[config.mk]
export PLATFORM = sky130hd
export DESIGN_NAME = bcd_digit_converter
export DESIGN_NICKNAME = d
export VERILOG_FILES = /design/src/rtl/bcd_digit_converter.sv
export SDC_FILE = /design/constraint.sdc
export NUM_CORES = 1
export LEC_CHECK = 0
export CAP_MARGIN = 15
export CORE_ASPECT_RATIO = 1.25
export CORE_UTILIZATION = 30
export CTS_CLUSTER_DIAMETER = 50
export DETAILED_ROUTE_END_ITERATION = 12
export PLACE_DENSITY = 0.48
export SLEW_MARGIN = 20
export SYNTH_ARGS = -nofsm -noshare
export SYNTH_HDL_FRONTEND = slang
export SYNTH_SLANG_ARGS = --single-unit
[constraint.sdc]
create_clock -name clk -period 1.85 [get_ports clk]
set_input_delay 0.37 -clock clk [delete_from_list [all_inputs] [get_ports clk]]
set_output_delay 0.37 -clock clk [all_outputs]
set_load 0.05 [all_outputs]
[src/rtl/bcd_digit_converter.sv]
// bcd_digit_converter: sequential double-dabble binary-to-packed-BCD converter with saturation on overflow
module bcd_digit_converter #(
  parameter int BIN_WIDTH = 14,
  parameter int DIGITS = 4
) (
  input  logic                  clk,
  input  logic                  reset,
  input  logic                  start,
  input  logic [BIN_WIDTH-1:0]  bin,
  output logic                  busy,
  output logic                  done,
  output logic [4*DIGITS-1:0]   digits,
  output logic                  overflow
);
  localparam int CW = $clog2(BIN_WIDTH);
  localparam logic [CW-1:0] LAST = CW'(BIN_WIDTH - 1);
  localparam logic [39:0] MAX_VAL = 40'(10 ** DIGITS - 1);
  typedef enum logic [1:0] {IDLE, SHIFT, FIN} state_t;
  state_t state;
  logic [BIN_WIDTH-1:0] sh;
  logic [4*DIGITS-1:0] acc, adj, acc_nx;
  logic [CW-1:0] cnt;
  logic ovf_pend;
  for (genvar i = 0; i < DIGITS; i++) begin : g_adj
    assign adj[4*i+:4] = acc[4*i+:4] >= 4'd5 ? acc[4*i+:4] + 4'd3 : acc[4*i+:4];
  end
  assign acc_nx = {adj[4*DIGITS-2:0], sh[BIN_WIDTH-1]};
  // conversion FSM: capture, BIN_WIDTH shift-add-3 steps, then publish saturated result
  always_ff @(posedge clk) begin
    if (reset) begin
      state <= IDLE;
      sh <= '0;
      acc <= '0;
      cnt <= '0;
      ovf_pend <= 1'b0;
      busy <= 1'b0;
      done <= 1'b0;
      digits <= '0;
      overflow <= 1'b0;
    end else begin
      done <= 1'b0;
      case (state)
        IDLE: if (start) begin
          sh <= bin;
          acc <= '0;
          cnt <= '0;
          ovf_pend <= 40'(bin) > MAX_VAL;
          busy <= 1'b1;
          state <= SHIFT;
        end
        SHIFT: begin
          sh <= {sh[BIN_WIDTH-2:0], 1'b0};
          acc <= acc_nx;
          cnt <= cnt + 1'b1;
          if (cnt == LAST) begin
            state <= FIN;
            done <= 1'b1;
            digits <= ovf_pend ? {DIGITS{4'h9}} : acc_nx;
            overflow <= ovf_pend;
          end
        end
        FIN: begin
          state <= IDLE;
          busy <= 1'b0;
        end
        default: state <= IDLE;
      endcase
    end
  end
endmodule

## Yosys cells after proc, flatten, opt, wreduce, memory -nomap -nowiden

Index checks and enable logic that the tools add are counted.
Widths: inputs -> output; s select.

- Add/subtract/negate cells: 5
- Order comparisons: 5
- Muxes and demuxes: 17
- Shift operators: 0
- Div/mod/pow operators: 0
- Eq/ne operators: 5
- Multipliers: 0
- Bitwise operators: 1
- Reduce and logical (&&, ||, !) cells: 9

Operators with widths:

| cell | number |
|---|---|
| $mux 16 | 2 |
| $pmux 16 s2 | 1 |
| $pmux 14 s2 | 1 |
| $ge 4x3->1 const B | 4 |
| $mux 4 | 4 |
| $gt 14x14->1 const B | 1 |
| $mux 14 | 1 |
| $add 4x2->4 const B | 3 |
| $reduce_and 2->1 | 5 |
| $pmux 4 s2 | 1 |
| $add 4x1->4 const B | 1 |
| $eq 4x4->1 const B | 1 |
| $mux 2 | 2 |
| $ne 2x2->1 const B | 2 |
| $pmux 2 s2 | 1 |
| $reduce_bool 2->1 | 2 |
| $add 3x2->3 const B | 1 |
| $mux 3 | 1 |
| $eq 2x1->1 const B | 1 |
| $eq 2x2->1 const B | 1 |
| $logic_not 2->1 | 1 |
| $mux 1 | 2 |
| $pmux 1 s2 | 1 |
| $reduce_or 2->1 | 1 |
| $not 1->1 | 1 |

- Memories: 0
- Memory bits (writable): 0
- Bits in latches: 0
- Bits in registers: 56
- Output and inout bits: 19
- Word-level logic and storage cells: 51
- Memory bits (read-only): 0

## Longest topological paths before layout

Gate-level depths: netlist of the first run.

- Depth after elaboration: 3
- Depth in mapped cells: 7
- Gate-level depth less buffers: 6

## Worst setup path after synthesis of the first run

No wires, ideal clock.

- Path type: reg2reg
- Start point: register cnt[0]
- End point: register digits[13]
- Required time: 1.783 ns
- Slack: 0.340 ns
- Data arrival time: 1.443 ns
- Period minus slack after synthesis: 1.510 ns
- Stages on the path, launching flop included: 7
- Cell sequence: dfxtp_1 ha_1 nand3_1 or2_4 or3_1 buf_6 o21ai_2

- Longest elaborated chain between the ends: 2

Ends and longest elaborated chain:

| item | line | text |
|---|---|---|
| from (decl) | 22 | `logic [CW-1:0] cnt;` |
| from (signal assigned) | 54 | `cnt <= cnt + 1'b1;` |
| $eq 4x4->1 | 55 | `if (cnt == LAST) begin` |
| $reduce_and 2->1 (no line) | n/a |  |
| to (signal assigned) | 58 | `digits <= ovf_pend ? {DIGITS{4'h9}} : acc_nx;` |
| to (decl) | 12 | `output logic [4*DIGITS-1:0] digits,` |

Every way passes these cells.
A chain may end at the register's enable or synchronous reset.

## Worst setup path after layout of the first run

Ends and elaborated chain as after synthesis.

==> results.yml, run 1 <==
clocking:
  hold_buffers: 0
  cts_tree: "built"
  cts_buffer_depth: 2
  clk_root_buffer_cell: "clkbuf_8"
  clkLatencyLatePin_ns: 0.31
  cts.clk_slew.worst_paths_ns: 0.11
  cts_setup_buffers: 0
  htree_levels: 2
  cts_sinks: 56
  cts_buffers: 5
global_route:
  grt_start_max_net_pins: 46
  overflow: 0
  grt_pass1_wl_um: 9708
  antenna_found_initial: 0
  grt.total_usage_pct: 14.21
  grt_pass1_vias: 1944
setup_path:
  ff2ff_path_depth: 6
  rr_startpoint: "cnt[0]$_SDFFE_PP0P_"
  start_kind: "flop"
  endpoint_kind: "flop"
  cp.required_ns: 2.10
  crit_fanout: 8
  crit_type: "reg -> reg"
  worst_r2r_endpoint: "digits[13]$_SDFFE_PP0P_"
  worstPathArrival_ns: 1.93
  reg2reg_slack_ns: 0.17
synth:
  synthesis.nets: 305
  syn-cell-area_um2: 2472
  synth_adder_area_share_pct: 5.061
  synth-simple-area-share_pct: 20.95
  ys.flop_type: "dfxtp_1"
  synth_top_family_by_area: "simple AND/OR/NAND/NOR gates"
  avgSynthCellArea_um2: 8.893
  synth_xor_area_share_pct: 1.417
  netlist_instances: 278
  synthMuxAreaShare_pct: 2.277
  synth_seq_area_share_pct: 45.34
  yosys_warnings: 0
  synth_edf_count: 0
  synth_compound_area_share_pct: 19.94
  synth-async-reset-ratio_pct: 0
  ys_types: 30
  synth-seq-cells: 56
floorplanning:
  fp.dieW_um: 83.20
  rows: 36
  core_um2: 7883
  die-height_um: 103.5
  start_util_pct: 31.37
  num_io_pins: 36
  die_area_um2: 8610
timing:
  finalMaxSlewViolations: 0
  tns_ns: 0
  fin_hold_ws_ns: 0.4627
  final.period_utilization_pct: 90.83
  min_period_ns: 1.680
  clock.fmax_mhz: 595.1
  slew_headroom_pct: 47.81
  setup_viol_count_final: 0
  finClkSkew_ns: 0.008000
  hold_viol: 0
  setup_ws_ns: 0.1697
  rsz0062_at_grt: "false"
  tightest_slew_ns: 0.7799
finish:
  diodes: 0
  syn2layout_area_growth_pct: 21.15
  drive_gt1_share_pct: 16.56
  final_nets: 340
  instances_no_fill: 409
  final_util_pct: 38.00
  fill_cells: 792
routing:
  wl_per_cell_um: 14.57
  vias_per_cell: 4.912
  first_iter_violations: 40
  drc_errors: 0
  drtAntennaViolNets: 0
  vias: 2009
  first_pass_iters: 4
  routed_wl_um: 5960
power:
  switchingPower_mw: 0.5594
  p_clk_share_pct: 31.6
  p_leak_nw: 1.093
  p_int_mw: 1.594
  seq_power_share_pct: 58.5
  swShare_pct: 25.97
  pwr-share-comb_pct: 9.8
  power.density_nw_per_um2: 718.9
  peakVddDrop_uv: 373.1
worst_hold_path:
  min_from: "sh[6]$_SDFFE_PP0P_"
  min_to: "sh[6]$_SDFFE_PP0P_"
  hold_path.class: "reg -> reg"
  whs_path_depth: 2
place:
  post-dp-hpwl_um: 4174
  gp_congestion: 0.6903
  placed_cells: 401
  place_ws_ns: -0.1109
  portBuffers: 35
job:
  maxCapViolations: 0
outcome:
  status: "complete, no violations"
worst max-delay path by stage:
stage,startpoint,end,slack [ns]
after floorplan,cnt[0]$_SDFFE_PP0P_,digits[13]$_SDFFE_PP0P_,0.34
after global placement,start,acc[14]$_SDFFE_PP0P_,-0.09
after detailed placement,start,sh[3]$_SDFFE_PP0P_,-0.11
after CTS,done$_SDFF_PP0_,done,0.04
after global routing,start,sh[5]$_SDFFE_PP0P_,0.05
final,cnt[0]$_SDFFE_PP0P_,digits[13]$_SDFFE_PP0P_,0.17
cell usage after synthesis (all sizes together), types with 4 or more instances:
cell type | count | area share (%)
a211oi | 8 | 2.4
dfxtp | 56 | 45
nor4 | 4 | 1.0
nand3 | 8 | 1.6
buf | 5 | 1.5
nor2 | 31 | 4.7
o21ai | 16 | 4.5
xnor2 | 4 | 1.4
ha | 10 | 5.1
nand2 | 17 | 2.6
nand2b | 6 | 1.5
a22oi | 10 | 3.0
nand3b | 9 | 2.7
nor3 | 6 | 1.2
and2 | 4 | 1.0
nor3b | 9 | 2.7
mux2 | 5 | 2.3
clkbuf | 13 | 2.0
a21oi | 29 | 5.9
o2bb2ai | 11 | 3.9
inv | 10 | 1.5
metrics by stage:
step,instance area (um2),power (mW)
detailed placement,2905,1.504
floorplan,2472,1.410
global placement,2905,1.505
CTS,2993,2.191
finish,2995,2.153
global route,2995,2.256
worst max-delay path, stage by stage (launching register included):
cell	delay [ns]
dfxtp_1	0.42
ha_1	0.18
nand3_1	0.13
or2_4	0.25
or3_1	0.31
buf_4	0.19
o21ai_2	0.14
layout by cell type (no fill, tap or decap):
master and n:
a211oi_1 8, a21oi_1 29, a22oi_1 10, a31oi_1 1
and2_1 4, buf_12 1, buf_4 28, clkbuf_8 5
clkdlybuf4s50_1 16, clkinv_2 2, clkinv_4 1, dfxtp_1 56
dlymetal6s2s_1 1, ha_1 10, inv_1 10, mux2_2 5
nand2_1 17, nand2b_1 6, nand3_1 8, nand3b_1 9
nand4_1 1, nand4b_1 1, nor2_1 31, nor2b_1 1
nor3_1 6, nor3b_1 9, nor4_1 4, o21ai_0 8
o21ai_2 8, o2bb2ai_1 11, or2_4 1, or3_1 1
or3b_2 1, xnor2_1 4
layout make-up:
class                           instances  area, um2  share of cell area (%)
Clock buffer                            5      68.82                   2.297
Clock inverter                          3      18.77                  0.6266
Inverter                               10      37.54                   1.253
Multi-Input combinational cell        194       1227                   40.98
Sequential cell                        56       1121                   37.43
Tap cell                               95      118.9                   3.968
Timing Repair Buffer                   46      402.9                   13.45
layer usage:
metal  up-vias  share of wire, %  global-route usage, %
li1       1048                 -                      -
met3         0               3.4                  2.698
met1       934                46                  16.69
met4         0                 0                  3.581
met5         -                 0                      0
met2        27                51                  26.80
power by group through the flow:
stage | registers (mW) | logic [mW] | clock network, mW
CTS | 1.26 | 0.217 | 0.713
global route | 1.27 | 0.238 | 0.752
detailed placement | 1.29 | 0.215 | 0
global placement | 1.29 | 0.216 | 0
finish | 1.26 | 0.212 | 0.681
floorplan | 1.29 | 0.125 | 0
logic make-up (layout without fill, tap and decap cells):
kind of cell,after synthesis,in the layout
AOI/OAI and AO/OA,75,75
xor gates and xnor gates,4,4
adders and majority gates,10,10
buffers and inverters,28,64
DFF,56,56
muxes,5,5
and+or+nand+nor,100,100
flip-flops by register name, indices dropped and copies added (netlist names), 2 cells and up:
register	flops
acc	16
digits	16
state	2
sh	14
cnt	4
repair_timing:
item | in CTS | in global routing
endpoints found under the setup margin | 0 | 1
hold endpoints to repair | 0 | 0
resized for setup | 0 | 1
(Power assumes the default switching activity.)
==> run 2: changes to the inputs <==
--- a/config.mk
+++ b/config.mk
@@ -7,10 +7,10 @@
 export LEC_CHECK = 0
 export CAP_MARGIN = 15
 export CORE_ASPECT_RATIO = 1.25
-export CORE_UTILIZATION = 30
+export CORE_UTILIZATION = 40
 export CTS_CLUSTER_DIAMETER = 50
 export DETAILED_ROUTE_END_ITERATION = 12
-export PLACE_DENSITY = 0.48
+export PLACE_DENSITY = 0.61
 export SLEW_MARGIN = 20
 export SYNTH_ARGS = -nofsm -noshare
 export SYNTH_HDL_FRONTEND = slang
==> results.yml, run 2 (synthesis gave the netlist of run 1 again) <==
outcome:
  status: "complete, no violations"
floorplanning:
  rows: 31
  num_io_pins: 36
  start_util_pct: 41.94
  die_area_um2: 6502
  core_um2: 5896
  die-height_um: 89.90
  fp.dieW_um: 72.32
clocking:
  cts_buffer_depth: 2
  cts_buffers: 5
  cts_sinks: 56
  clkLatencyLatePin_ns: 0.31
  hold_buffers: 0
  cts.clk_slew.worst_paths_ns: 0.10
  cts_tree: "built"
  htree_levels: 2
  clk_root_buffer_cell: "clkbuf_8"
timing:
  clock.fmax_mhz: 560.3
  finalMaxSlewViolations: 0
  setup_ws_ns: 0.06520
  setup_viol_count_final: 0
  finClkSkew_ns: 0.006107
  slew_headroom_pct: 47.90
  hold_viol: 0
  min_period_ns: 1.785
  final.period_utilization_pct: 96.48
  tightest_slew_ns: 0.7787
  rsz0062_at_grt: "false"
  tns_ns: 0
global_route:
  grtUsageMet3_pct: 3.027
  grt.total_usage_pct: 17.79
  met1_usage_pct: 22.12
  antenna_found_initial: 0
  overflow: 0
  use_met2_pct: 30.76
  grt_pass1_wl_um: 9218
  grt_pass1_vias: 1965
  grt_start_max_net_pins: 38
  gr-max-usage-layer: "met2"
finish:
  syn2layout_area_growth_pct: 23.08
  mostFrequentLayoutCells: "dfxtp_1, nor2_1, buf_4"
  drive_gt1_share_pct: 17.67
  final_common_cell: "dfxtp_1"
  diodes: 0
  largestRegisters: "acc x16, digits x16, sh x14"
  final_nets: 343
  fill_cells: 590
setup_path:
  crit_chain: "clkdlybuf4s50_1"
  ff2ff_path_depth: 6
  critPathBufInv: 1
  crit_fanout: 1
  cp.required_ns: 1.48
  crit_family: "buffers and inverters"
  worst_path_max_delay_cell: "clkdlybuf4s50_1"
  endpoint_kind: "output pin"
  crit_type: "reg -> out"
  start_kind: "flop"
  max_stage_delay_ns: 0.79
  worstSetupPathDepth: 1
  worstPathArrival_ns: 1.41
power:
  peakVddDrop_uv: 436.2
  swShare_pct: 22.83
  seq_power_share_pct: 53.6
  p_int_mw: 1.812
  switchingPower_mw: 0.5361
  p_leak_nw: 1.109
  pwr-share-comb_pct: 9.3
  p_clk_share_pct: 37.1
  power.density_nw_per_um2: 771.5
place:
  gp_congestion: 0.7396
  post-dp-hpwl_um: 3894
  portBuffers: 35
  place_ws_ns: -0.1250
routing:
  drtAntennaViolNets: 0
  wl_per_cell_um: 13.83
  vias_per_cell: 5.173
  first_iter_violations: 68
  vias: 2064
  routed_wl_um: 5519
  first_pass_iters: 4
  drc_errors: 0
job:
  maxCapViolations: 0
worst_hold_path:
  whs_path_depth: 2
  hold_path.class: "reg -> reg"
[run 2: cell count changes in the layout (fill, tap and decap cells not counted)]
cell             previous run  this run
clkinv_4                    1         0
dlymetal6s2s_1              1         0
bufinv_16                   0         1
or3_4                       0         1
clkdlybuf4s50_1            16        17
buf_4                      28        31
clkbuf_8                    5         7
clkinv_2                    2         0
or3_1                       1         0
[run 2: cell type report]
| class | instances | area, um2 | share of cell area (%) |
|---|---|---|---|
| tap | 82 | 102.6 | 3.372 |
| clock inverter | 1 | 30.03 | 0.9868 |
| timing repair buffer | 49 | 422.9 | 13.90 |
| multi-input combinational | 194 | 1232 | 40.50 |
| inverter | 10 | 37.54 | 1.234 |
| sequential | 56 | 1121 | 36.84 |
| clock buffer | 7 | 96.34 | 3.166 |
[run 2: final timing paths]
path	slack, ns	to	start
max	0.07	done	done$_SDFF_PP0_
min	0.46	overflow$_SDFFE_PP0P_	overflow$_SDFFE_PP0P_
max reg2reg	0.21	digits[8]$_SDFFE_PP0P_	cnt[0]$_SDFFE_PP0P_
min reg2reg	0.46	overflow$_SDFFE_PP0P_	overflow$_SDFFE_PP0P_
[run 2: power groups by stage]
stage | combinational, mW | clock, mW | sequential, mW
6_report | 0.219 | 0.870 | 1.26
3_3_place_gp | 0.220 | 0 | 1.29
4_1_cts | 0.222 | 0.900 | 1.26
2_1_floorplan | 0.125 | 0 | 1.29
5_1_grt | 0.241 | 0.943 | 1.26
3_5_place_dp | 0.222 | 0 | 1.29
[run 2: layer usage]
layer | wire length, um | up-vias
met5 | 0 | -
met2 | 2651 | 34
li1 | - | 1056
met4 | 55 | 0
met1 | 2625 | 967
met3 | 186 | 7
[run 2: stage by stage]
step,util (%),area [um2],cells,total power [mW],hold WS [ns]
3_5_place_dp,49.38,2912,391,1.507,0.4501
3_3_place_gp,49.38,2912,391,1.505,0.4466
6_report,51.61,3043,399,2.348,0.4618
4_1_cts,51.53,3038,399,2.380,0.4641
2_1_floorplan,-,2472,278,1.410,0.4323
5_1_grt,51.61,3043,399,2.446,0.4840
[run 2: worst register-to-register path, cell delays in order (launching register included)]
cell,delay (ns)
dfxtp_1,0.42
ha_1,0.18
nand3_1,0.11
or2_4,0.25
buf_4,0.19
nor2_1,0.25
a211oi_1,0.12
[run 2: timing repair]
item	in CTS	in global routing
endpoints found under the setup margin	0	8
endpoints found under the hold margin	0	0
setup buffers	0	0
gates resized for setup	0	1
==> run 3: changes to the inputs <==
--- a/config.mk
+++ b/config.mk
@@ -7,11 +7,10 @@
 export LEC_CHECK = 0
 export CAP_MARGIN = 15
 export CORE_ASPECT_RATIO = 1.25
-export CORE_UTILIZATION = 40
+export CORE_UTILIZATION = 50
 export CTS_CLUSTER_DIAMETER = 50
 export DETAILED_ROUTE_END_ITERATION = 12
-export PLACE_DENSITY = 0.61
-export SLEW_MARGIN = 20
+export PLACE_DENSITY = 0.73
 export SYNTH_ARGS = -nofsm -noshare
 export SYNTH_HDL_FRONTEND = slang
 export SYNTH_SLANG_ARGS = --single-unit
==> results.yml, run 3 (synthesis gave the netlist of run 1 again) <==
outcome:
  status: "complete, no violations"
timing:
  hold_viol: 0
  slew_headroom_pct: 49.46
  finClkSkew_ns: 0.007040
  rsz0062_at_grt: "false"
  clock.fmax_mhz: 559.7
  fin_hold_ws_ns: 0.4615
  setup_viol_count_final: 0
  tightest_slew_ns: 0.7552
  min_period_ns: 1.787
  final.period_utilization_pct: 96.57
  finalMaxSlewViolations: 0
clocking:
  clk_root_buffer_cell: "clkbuf_8"
  htree_levels: 2
  cts_buffer_depth: 2
  cts_setup_buffers: 0
  cts.clk_slew.worst_paths_ns: 0.10
  cts_tree: "built"
  cts_buffers: 5
  cts_sinks: 56
  clkLatencyLatePin_ns: 0.32
global_route:
  grt_start_max_net_pins: 35
  antenna_found_initial: 0
  grt_pass1_vias: 1904
  grt.total_usage_pct: 22.12
  overflow: 0
  grt_pass1_wl_um: 8790
floorplanning:
  fp.dieW_um: 64.90
  die_area_um2: 5232
  core_um2: 4730
  die-height_um: 80.62
  num_io_pins: 36
  start_util_pct: 52.28
  rows: 28
finish:
  syn2layout_area_growth_pct: 20.14
  final_nets: 339
  instances_no_fill: 373
  drive_gt1_share_pct: 16.61
  diodes: 0
  mostFrequentLayoutCells: "dfxtp_1, nor2_1, a21oi_1"
  multi_input_area_um2: 1232
  fill_cells: 427
  final_util_pct: 62.80
  regArea_um2: 1121
  largestRegisters: "acc x16, digits x16, sh x14"
  fin_area_um2: 2970
  final_common_cell: "dfxtp_1"
power:
  pwr-share-comb_pct: 9.3
  power.density_nw_per_um2: 771.4
  p_leak_nw: 1.079
  p_int_mw: 1.731
  peakVddDrop_uv: 503.4
  p_clk_share_pct: 35.8
  switchingPower_mw: 0.5601
  seq_power_share_pct: 54.9
  swShare_pct: 24.44
setup_path:
  crit_chain: "clkdlybuf4s50_1"
  worstSetupPathDepth: 1
  worstPathArrival_ns: 1.42
  crit_family: "buffers and inverters"
  endpoint_kind: "output pin"
  worst_path_max_delay_cell: "clkdlybuf4s50_1"
  critPathBufInv: 1
  crit_fanout: 1
  start_kind: "flop"
  cp.required_ns: 1.48
  max_stage_delay_ns: 0.79
  ff2ff_path_depth: 6
  crit_type: "reg -> out"
place:
  postPlaceCellArea_um2: 2854
  gp_congestion: 0.8310
  placed_cells: 365
  post-dp-hpwl_um: 3645
  portBuffers: 35
job:
  maxCapViolations: 0
routing:
  drc_errors: 0
  drtAntennaViolNets: 0
  routed_wl_um: 5344
  first_iter_violations: 75
  first_pass_iters: 4
  vias_per_cell: 5.536
  vias: 2065
  wl_per_cell_um: 14.33
worst_hold_path:
  hold_path.class: "reg -> reg"
  whs_path_depth: 2
## run 3: changes by cell type in the layout (fill, tap and decap cells not counted)
cell,delta
clkinvlp_4,+1
clkbuf_8,-2
clkinv_2,+1
buf_4,-4
## run 3: per-stage QoR
step | worst slack [ns] | power, mW | TNS, ns
after floorplan | 0.3401 | 1.410 | 0
after global placement | -0.09719 | 1.496 | -1.633
after detailed placement | -0.1388 | 1.499 | -2.665
after CTS | 0.04899 | 2.305 | 0
after global routing | 0.001563 | 2.370 | 0
final | 0.06341 | 2.291 | 0
## run 3: cell type report
class / instances / share of cell area (%)
clock buffer: 5 / 2.317
clock inverter: 3 / 1.432
inverter: 10 / 1.264
multi-input combinational: 194 / 41.49
sequential: 56 / 37.74
tap: 60 / 2.527
timing repair buffer: 45 / 13.23
## run 3: final timing paths
path                                          start                 endpoint  slack, ns
worst max register to register  acc[9]$_SDFFE_PP0P_  digits[10]$_SDFFE_PP0P_       0.21
worst min register to register   sh[6]$_SDFFE_PP0P_       sh[6]$_SDFFE_PP0P_       0.46
worst max-delay path                done$_SDFF_PP0_                     done       0.06
worst min-delay path             sh[6]$_SDFFE_PP0P_       sh[6]$_SDFFE_PP0P_       0.46
## run 3: what timing repair did
action,CTS,global route
endpoints found under the setup margin,0,8
hold buffers,0,0
resized for setup,0,1
## run 3: power by group through the flow
stage          clock [mW]  combinational (mW)  sequential [mW]
2_1_floorplan           0               0.125             1.29
3_3_place_gp            0               0.210             1.29
3_5_place_dp            0               0.213             1.29
4_1_cts             0.832               0.214             1.26
5_1_grt             0.875               0.232             1.26
6_report            0.819               0.214             1.26
## run 3: routing by layer
metal / up-vias / part of all wire, % / GRT usage, %
met2: 36 / 50 / 39.90
met1: 978 / 44 / 25.26
li1: 1043 / - / -
met5: - / 0 / 0
met3: 8 / 4.0 / 3.267
met4: 0 / 1.7 / 10.00
